## src/rtl/fib_pkg.sv

```systemverilog
// rtl/fib_pkg.sv - shared types and constants for the Fibonacci responder
package fib_pkg;

    localparam int FIB_WIDTH = 8;

    typedef enum logic {
        IDLE = 1'b0,
        CALC = 1'b1
    } fib_state_t;

endpackage

```

## src/rtl/strobe_edge_det.sv

```systemverilog
// rtl/strobe_edge_det.sv - registers the request strobe and flags its 0->1 transition
module strobe_edge_det (
    input  logic clk,
    input  logic rst,
    input  logic strobe_i,
    output logic rise_o
);

    logic r_strobe_q;

    always_ff @(posedge clk or posedge rst) begin
        if (rst) begin
            r_strobe_q <= 1'b0;
        end else begin
            r_strobe_q <= strobe_i;
        end
    end

    assign rise_o = strobe_i & ~r_strobe_q;

endmodule

```

## src/rtl/fib_responder.sv

```systemverilog
// rtl/fib_responder.sv - iterative F(n) mod 2^WIDTH on a strobe edge, with busy/done/overflow
module fib_responder
    import fib_pkg::*;
#(
    parameter int WIDTH = FIB_WIDTH
) (
    input  logic             clk,
    input  logic             rst,
    input  logic             strobe_i,
    input  logic [WIDTH-1:0] n_i,
    output logic [WIDTH-1:0] result_o,
    output logic             busy_o,
    output logic             done_o,
    output logic             ovf_o
);

    localparam logic [WIDTH-1:0] ONE = WIDTH'(1);

    fib_state_t       r_state;
    fib_state_t       w_next_state;
    logic             w_req;
    logic             w_accept;
    logic             w_step;
    logic             w_finish;
    logic             w_cnt_le1;
    logic [WIDTH:0]   w_sum;
    logic [WIDTH-1:0] r_cnt;
    logic [WIDTH-1:0] r_a;
    logic [WIDTH-1:0] r_b;
    logic [WIDTH-1:0] r_result;
    logic             r_busy;
    logic             r_done;
    logic             r_ovf;

    strobe_edge_det u_edge (
        .clk      (clk),
        .rst      (rst),
        .strobe_i (strobe_i),
        .rise_o   (w_req)
    );

    always_ff @(posedge clk or posedge rst) begin
        if (rst) begin
            r_state <= IDLE;
        end else begin
            r_state <= w_next_state;
        end
    end

    assign w_cnt_le1 = (r_cnt[WIDTH-1:1] == '0);

    always_comb begin
        w_next_state = r_state;
        case (r_state)
            IDLE:    if (w_req) w_next_state = CALC;
            CALC:    if (w_cnt_le1) w_next_state = IDLE;
            default: w_next_state = IDLE;
        endcase
    end

    // Requests seen while in CALC are dropped; the edge detector still tracks the strobe.
    always_comb begin
        w_accept = 1'b0;
        w_step   = 1'b0;
        w_finish = 1'b0;
        case (r_state)
            IDLE:    w_accept = w_req;
            CALC:    begin
                w_step   = ~w_cnt_le1;
                w_finish = w_cnt_le1;
            end
            default: ;
        endcase
    end

    assign w_sum = {1'b0, r_a} + {1'b0, r_b};

    always_ff @(posedge clk or posedge rst) begin
        if (rst) begin
            r_cnt    <= '0;
            r_a      <= '0;
            r_b      <= ONE;
            r_result <= '0;
            r_busy   <= 1'b0;
            r_done   <= 1'b0;
            r_ovf    <= 1'b0;
        end else begin
            r_done <= 1'b0;
            if (w_accept) begin
                r_cnt  <= n_i;
                r_a    <= '0;
                r_b    <= ONE;
                r_ovf  <= 1'b0;
                r_busy <= 1'b1;
            end else if (w_step) begin
                r_b   <= w_sum[WIDTH-1:0];
                r_a   <= r_b;
                r_cnt <= r_cnt - ONE;
                r_ovf <= r_ovf | w_sum[WIDTH];
            end else if (w_finish) begin
                // cnt is 0 or 1 here: F(0)=0, otherwise b already holds F(n)
                r_result <= r_cnt[0] ? r_b : '0;
                r_busy   <= 1'b0;
                r_done   <= 1'b1;
            end
        end
    end

    assign result_o = r_result;
    assign busy_o   = r_busy;
    assign done_o   = r_done;
    assign ovf_o    = r_ovf;

endmodule

```

## config.mk

```make
export PLATFORM = sky130hd
export DESIGN_NAME = fib_responder
export DESIGN_NICKNAME = d
export VERILOG_FILES = /design/src/rtl/fib_pkg.sv /design/src/rtl/strobe_edge_det.sv /design/src/rtl/fib_responder.sv
export SDC_FILE = /design/constraint.sdc
export NUM_CORES = 1
export LEC_CHECK = 0
export CORE_AREA = 5 5 64 66
export DETAILED_ROUTE_END_ITERATION = 8
export DIE_AREA = 0 0 69 71
export PLACE_DENSITY = 0.79
export SETUP_SLACK_MARGIN = 0.2
export SLEW_MARGIN = 20
export SYNTH_ARGS = -nofsm -noshare
export SYNTH_HDL_FRONTEND = slang
export SYNTH_HIERARCHICAL = 1
export SYNTH_SLANG_ARGS = --single-unit
```

## constraint.sdc

```tcl
create_clock -name clk -period 2.9 [get_ports clk]
set_input_delay 0.87 -clock clk [delete_from_list [all_inputs] [get_ports clk]]
set_output_delay 0.87 -clock clk [all_outputs]
set_load 0.01 [all_outputs]
```

After elaboration in Yosys (flattened, before gate mapping)
Index checks and enable logic that the tools add are counted.
{"block": "word_totals", "register_bits": 37, "latch_bits": 0, "mem_bits_rw": 0, "romBits": 0, "inputBits": 11, "out_inout_bits": 11, "word_cells": 45, "n_memories": 0}
{"block": "classes", "add_sub_neg": 2, "multipliers": 0, "n_div": 0, "n_lt_le_gt_ge": 0, "eq_ne": 1, "n_shift": 0, "muxes": 21, "n_bitwise": 7, "n_reduce_logical": 5}
{"operator": "8-bit two-way mux", "n": 7}
{"operator": "1-bit two-way mux", "n": 13}
{"operator": "8-bit by 8-bit adder with 9-bit output", "n": 1}
{"operator": "8-bit by 1-bit subtractor with 8-bit output (second input constant)", "n": 1}
{"operator": "7-bit logical NOT", "n": 1}
{"operator": "1-bit inverter", "n": 5}
{"operator": "2-bit nonzero test", "n": 2}
{"operator": "3-bit AND reduction", "n": 1}
{"operator": "2-bit inequality test (second input constant)", "n": 1}
{"operator": "1-bit one-hot mux with 2 select lines", "n": 1}
{"operator": "2-bit AND reduction", "n": 1}
{"operator": "1-bit AND", "n": 1}
{"operator": "1-bit OR", "n": 1}

Logic depth before layout (Yosys ltp)
Gate-level depths: netlist of run 1.
{"block": "logic_depth", "ltp_word": 5, "depth_mapped": 7, "ltp_nobuf": 6}

Cells and area by module
The synthesis of run 1 kept the hierarchy.
{"mod": "fib_responder", "n_inst": 1, "cells_per_inst": 203, "area_each_um2": 1868.0, "seq_area_each_um2": 902.1}
{"mod": "strobe_edge_det", "n_inst": 1, "cells_per_inst": 3, "area_each_um2": 42.5, "seq_area_each_um2": 25.0}

Least setup slack after synthesis of run 1
Ideal clock, no wire load.
{"block": "synth_timing", "path_kind": "register -> register", "from": "register r_a[0]", "to": "register r_b[6]", "setup_ps": 69, "arrival_ps": 1751, "required_ps": 2831, "path_slack_ps": 1080, "stages_incl_launch_ff": 7, "n_path_buf": 0, "period_less_slack_ps": 1820, "cell_sequence": "dfrtp_1 ha_1 fa_1 a21oi_1 o21ai_0 a2111o_1 nand3_1"}
{"block": "synth_between", "elab_chain_len": 3}
{"element": "start: declaration", "line_no": "fib_responder.sv:28", "rtl": "logic [WIDTH-1:0] r_a;"}
{"element": "start signal: assignment", "line_no": "fib_responder.sv:97", "rtl": "r_a <= r_b;"}
{"element": "8-bit by 8-bit adder with 9-bit output", "line_no": "fib_responder.sv:76", "rtl": "assign w_sum = {1'b0, r_a} + {1'b0, r_b};"}
{"element": "8-bit two-way mux", "line_no": "fib_responder.sv:95", "rtl": "end else if (w_step) begin"}
{"element": "8-bit two-way mux", "line_no": "fib_responder.sv:89", "rtl": "if (w_accept) begin"}
{"element": "end signal: assignment", "line_no": "fib_responder.sv:96", "rtl": "r_b <= w_sum[WIDTH-1:0];"}
{"element": "end: declaration", "line_no": "fib_responder.sv:29", "rtl": "logic [WIDTH-1:0] r_b;"}
No other way between the ends. The select of a mux whose other input is x is not followed.
A chain may end at the register's enable or synchronous reset.

Final worst setup path of run 1
{"block": "layout_timing", "from": "register r_result[7] (netlist: result_o[7])", "to": "output port result_o[7]"}
{"element": "start: declaration", "line_no": "fib_responder.sv:30", "rtl": "logic [WIDTH-1:0] r_result;"}
{"element": "start signal: assignment", "line_no": "fib_responder.sv:102", "rtl": "r_result <= r_cnt[0] ? r_b : '0;"}
{"element": "end: declaration", "line_no": "fib_responder.sv:11", "rtl": "output logic [WIDTH-1:0] result_o,"}
No word-level cell between the ends.

==> key figures, run 1 <==
Critical path
  • Worst r2r src: r_cnt[5]$_DFFE_PP0P_
  • CP Max Fanout: 2
  • WP data arrival: 1.25 ns
  • Reg2reg setup slack: 0.85 ns
  • Slowest CP cell: clkdlybuf4s50_1
  • Crit end category: primary output
  • CP required: 2.03 ns
  • Crit path kind: reg2out
  • Delay-heaviest family, CP: buffers and inverters
  • Crit path cell chain: clkdlybuf4s50_1
  • CP peak stage delay: 0.54 ns
  • CP Buf/Inv Count: 1
  • Crit path launch: result_o[7]$_DFFE_PP0P_
  • Startpoint types: flop

Worst hold path
  • Min-delay src: result_o[0]$_DFFE_PP0P_
  • Min-Delay Path Class: reg2reg

Timing
  • RSZ-0062 raised after global routing: no
  • Crit path time final: 2.120 ns
  • Fmax: 0.4716 GHz
  • Worst setup margin: 0.7796 ns
  • Setup Total Neg Slack: 0 ns
  • Final Hold Vio Count: 0
  • Pins Over Slew Limit: 0
  • Worst Clk Skew: 0.008604 ns
  • Slew headroom: 43.52%
  • Worst Tran Pin Value: 0.8453 ns
  • Period Utilization, post-route: 73.12%
  • Setup-failing EPs final: 0

Floorplanning
  • DIE HEIGHT: 71 µm
  • Top Ports: 22
  • Die W: 69 µm
  • Row Count: 22
  • CORE AREA: 0.003523 mm²
  • DIE AREA: 0.004899 mm²
  • Initial Util: 54.23%

Clock network
  • Post CTS Setup Buffer Count: 0
  • CTS Root Cell: clkbuf_4
  • Buffer levels on the longest clock path: 2
  • Post-CTS Resized: 0
  • Clk_lat worst skew: 0.34 ns
  • Clk slew on worst S/H paths: 0.11 ns
  • CTS tree: yes
  • CTS Buf Count: 5
  • H-tree levels: 2
  • Cts hold-fix bufs: 0
  • Clk sinks: 37

Run status
  • Outcome: completed

Routing
  • DRT iter0 DRCs: 152
  • Via count: 1,503
  • Routed len/inst: 13.47 µm
  • DRT antenna net count: 0
  • Post-Route WL: 3.731 mm
  • Drt pass-1 iters: 4
  • Residual DRC count: 0
  • Vias per std cell: 5.426

Yosys
  • Synth cell count leaders: nand2_1 (51), dfrtp_1 (36), nand3_1 (23)
  • Syn_area_per_cell: 9.275 µm²
  • Synth Cell Area: 0.001911 mm²
  • Post-synth top area cell: dfrtp_1
  • Syn nets: 227
  • Count of state elements after synthesis: 37
  • Synth async-reset ratio: 100.0%
  • YS warnings: 6
  • Seq/Total Area, Yosys: 48.53%
  • Count leader, synth: nand2_1
  • Yosys cell types: 40
  • Most area-consuming cells after synthesis: dfrtp_1 (47%), nand2_1 (10%), nand3_1 (6.0%), ha_1 (5.9%), o21ai_0 (5.5%)
  • Main flop type after synthesis: dfrtp_1
  • Yosys top cell area share: 47.15%
  • Post-synth EDFFs: 0
  • Post-Syn Instances: 206

Place
  • Number of port buffers: 21
  • Post-DP HPWL: 2.645 mm
  • GP Congestion: 0.8256
  • Setup WS pre-CTS: 0.4605 ns

Finish
  • Share of cells above drive strength 1: 7.860%
  • Fillers: 298
  • Multi-input logic area: 917.1 µm²
  • Post-layout nets: 250
  • Layout area overhead: 17.42%
  • Ant. Diodes: 0
  • Sequential cell area: 927.1 µm²

Global route
  • Total grt overflow: 0
  • First-pass GRT wire length: 6.513 mm
  • Vias in the first global route: 1,412
  • Initial antenna violation count: 0
  • Total track usage: 16.62%
  • Largest net degree at the start of global routing: 37

Run
  • Max Cap Viol: 0

Pwr
  • P_leak: 1.020 nW
  • Worst VDD drop: 0.5282 mV
  • Power per Cell Area: 1180 mW/mm²
[cells in the final DEF (no fill, tap or decap), drive strengths merged, types with 2 or more instances in the layout]
master	count
nand2	51
dfrtp	36
nand3	23
o21ai	22
clkdlybuf4s50	21
ha	9
inv	7
clkbuf	5
nand4	4
buf	4
xnor2	3
a21oi	3
o21bai	3
nor2	3
nor3	2
or3	2
a21o	2
a211o	2
mux2	2
mux2i	2
o211ai	2
xor2	2
nor2b	2
[area by class of cell]
class,instances,share of cell area [%]
Clock buffer,5,1.673
Multi-Input combinational cell,153,40.88
Inverter,7,1.171
Timing Repair Buffer,25,10.71
Clock inverter,2,1.562
Tap cell,48,2.677
Sequential cell,37,41.33
[metal layers]
metal | global-route usage (%) | vias up | routed length, µm | share of wire [%]
li1 | - | 767 | - | -
met1 | 22.41 | 704 | 1784 | 48
met2 | 25.32 | 27 | 1724 | 46
met3 | 5.966 | 5 | 173 | 4.6
met4 | 4.772 | 0 | 48 | 1.3
met5 | 0 | - | 0 | 0
[path summary, 6_finish.rpt]
check,endpoint,cells after the start
max,result_o[7],1
min,result_o[0]$_DFFE_PP0P_,2
max reg2reg,r_cnt[1]$_DFFE_PP0P_,4
min reg2reg,result_o[0]$_DFFE_PP0P_,2
max in group asynchronous,r_b[0]$_DFFE_PP1P_,3
min in group asynchronous,u_edge/r_strobe_q$_DFF_PP0_,2
[report_power, final]
group	total, W	internal, W	switching [W]
clock	0.000340	0.000176	0.000165
sequential	0.00101	0.000770	0.000238
combinational	0.00130	0.000625	0.000676
total	0.00265	0.00157	0.00108
[state kept, by name, indices dropped and copies added, names as in the netlist, 8 cells and up]
name	cells
result_o	8
r_a	8
r_b	8
r_cnt	8
[cells by family after synthesis]
logic type | share of synthesized area (%)
buf+inv | 3.471
xor+xnor | 2.292
compound gates | 13.49
mux | 2.227
simple gates | 23.05
fa+ha+maj | 6.942
flops | 48.53
[stage by stage]
stage	cells	hold slack, ns	power [W]	area (µm²)	util (%)
2_1_floorplan	206	0.4735	0.001928	1911	-
3_3_place_gp	270	0.4609	0.002253	2171	61.61
3_5_place_dp	270	0.4702	0.002302	2171	61.61
4_1_cts	277	0.4956	0.002656	2243	63.67
5_1_grt	277	0.5135	0.002890	2243	63.67
6_report	277	0.4883	0.002648	2243	63.67
No activity file was read; power rests on OpenSTA's default activity.
==> run 2, diff against run 1 <==
CORE_AREA = 5 5 68 70   (was 5 5 64 66)
DIE_AREA = 0 0 73 75   (was 0 0 69 71)
PLACE_DENSITY = 0.74   (was 0.79)
clock period = 1.85 ns   (was 2.9 ns; I/O delays follow)
==> key figures, run 2 (same netlist as run 1, synthesis figures left out) <==
Worst hold path
  • Min-Delay Path Class: in2async

Finish
  • Most frequent cells in the layout: nand2_1 (51), dfrtp_1 (36), nand3_1 (23)
  • Ant. Diodes: 0 (unchanged)
  • Fillers: 326 (+9.4%)
  • Layout area overhead: 28.75%
  • Post-layout nets: 266 (+6.4%)
  • Share of cells above drive strength 1: 16.67% (+8.8 points)
  • Post-route cell area: 0.002460 mm² (+9.6%)
  • Commonest non-fill, non-tap cell in the layout: nand2_1

Routing
  • Routed len/inst: 13.05 µm (-3.1%)
  • Residual DRC count: 0 (unchanged)
  • Vias per std cell: 5.270 (-2.9%)
  • Via count: 1,560 (+3.8%)
  • DRT iter0 DRCs: 68 (-55%)
  • Drt pass-1 iters: 4 (unchanged)
  • DRT antenna net count: 0 (unchanged)
  • Post-Route WL: 3.863 mm (+3.5%)

Floorplanning
  • Initial Util: 48.82% (-5.4 points)
  • Top Ports: 22 (unchanged)
  • DIE HEIGHT: 75 µm (+5.6%)
  • CORE AREA: 0.003914 mm² (+11%)
  • Row Count: 23 (+4.5%)
  • Die W: 73 µm (+5.8%)
  • DIE AREA: 0.005475 mm² (+12%)

Clock network
  • CTS Buf Count: 5 (unchanged)
  • Clk_lat worst skew: 0.29 ns (-0.05 ns)
  • CTS tree: yes
  • Cts hold-fix bufs: 0 (unchanged)
  • H-tree levels: 2 (unchanged)
  • Buffer levels on the longest clock path: 2 (unchanged)
  • Clk slew on worst S/H paths: 0.08 ns (-0.03 ns)
  • Clk sinks: 37 (unchanged)
  • CTS Root Cell: clkbuf_8

Pwr
  • Power per Cell Area: 1862 mW/mm² (+58%)
  • P_leak: 1.158 nW (+14%)
  • Worst VDD drop: 0.8993 mV (+70%)

Place
  • Post-DP HPWL: 2.718 mm (+2.7%)
  • GP Congestion: 0.8561 (+3.7%)
  • DP Area: 0.002283 mm² (+5.2%)
  • Number of port buffers: 21 (unchanged)

Run status
  • Outcome: completed

Timing
  • Final Hold Vio Count: 0 (unchanged)
  • Period Utilization, post-route: 92.45%
  • Fmax: 0.5847 GHz
  • Worst Clk Skew: 0.007374 ns (-0.001230 ns)
  • Setup-failing EPs final: 0 (unchanged)
  • Hold_ws: 0.4272 ns (-0.06102 ns)
  • Crit path time final: 1.710 ns
  • Slew headroom: 64.34% (+21 points)
  • RSZ-0062 raised after global routing: yes
  • Pins Over Slew Limit: 0 (unchanged)
  • Worst Tran Pin Value: 0.5338 ns (-0.3115 ns)

Critical path
  • WP data arrival: 1.89 ns (+0.64 ns)
  • Delay-heaviest family, CP: simple AND/OR/NAND/NOR gates
  • Slowest CP cell: or4_4
  • CP required: 2.02 ns (about the same)
  • CP Max Fanout: 5 (+3)
  • Crit path kind: reg2reg
  • Startpoint types: flop
  • CP peak stage delay: 0.59 ns (+0.05 ns)
  • Crit end category: flop
  • CP Buf/Inv Count: 0 (-1)
  • Crit path cell chain: or4_4, o21ai_4, mux2i_1, mux2_2

Global route
  • First-pass GRT wire length: 6.775 mm (+4.0%)
  • Vias in the first global route: 1,493 (+5.7%)
  • Initial antenna violation count: 0 (unchanged)
  • Largest net degree at the start of global routing: 37 (unchanged)
  • Total track usage: 15.98% (-0.63 points)
  • Total grt overflow: 0 (unchanged)

Run
  • Max Cap Viol: 0 (unchanged)
## run 2: final timing paths
| kind | endpoint | slack [ns] | from | cells past startpoint |
|---|---|---|---|---|
| worst max-delay path | r_cnt[1]$_DFFE_PP0P_ | 0.14 | r_cnt[5]$_DFFE_PP0P_ | 4 |
| worst min-delay path | u_edge/r_strobe_q$_DFF_PP0_ | 0.43 | rst | 2 |
| worst max register to register | r_cnt[1]$_DFFE_PP0P_ | 0.14 | r_cnt[5]$_DFFE_PP0P_ | 4 |
| worst min register to register | busy_o$_DFFE_PP0P_ | 0.48 | busy_o$_DFFE_PP0P_ | 2 |
| max in group asynchronous | r_b[0]$_DFFE_PP1P_ | 0.96 | rst | 3 |
| min in group clk | busy_o$_DFFE_PP0P_ | 0.48 | busy_o$_DFFE_PP0P_ | 2 |
## run 2: power breakdown
part	leakage, nW	switching, W	internal [W]
registers	0.449	0.000371	0.00121
logic	0.655	0.00114	0.00115
clock network	0.0543	0.000309	0.000403
total	1.16	0.00182	0.00276
## run 2: what timing repair did
item	4_1_cts	5_1_grt
endpoints found under the setup margin	19	28
resized for setup	14	4
gates cloned	0	1
setup buffers	4	1
pin swaps	2	6
## run 2: final cells by class
cell class | instances | area [µm²] | share of cell area [%]
multi-input cells | 153 | 964.7 | 39.22
repair buffers | 41 | 364.1 | 14.80
clock buffers | 5 | 68.82 | 2.798
clock inverters | 3 | 46.29 | 1.882
flip-flops and latches | 37 | 927.1 | 37.69
well taps | 50 | 62.56 | 2.543
inverters | 7 | 26.28 | 1.068
## run 2: through the flow
stage | TNS (ns) | utilization, % | std cells | total power, W | setup slack, ns
floorplan | 0 | - | 206 | 0.003092 | 0.1879
global route | 0 | 62.85 | 296 | 0.005015 | 0.08793
CTS | 0 | 62.21 | 294 | 0.004538 | 0.1545
finish | 0 | 62.85 | 296 | 0.004581 | 0.1397
detailed placement | -0.02817 | 58.34 | 282 | 0.003738 | -0.01227
global placement | 0 | 58.34 | 282 | 0.003681 | 0.02543
## run 2: layer usage
layer  wire length, µm  up-vias  part of all wire (%)  track usage (%)
li1                  -      796                     -                -
met4                63        0                   1.6            5.533
met2              1753       23                    45            24.63
met1              1872      733                    48            21.81
met3               174        8                   4.5            4.272
met5                 0        -                     0                0
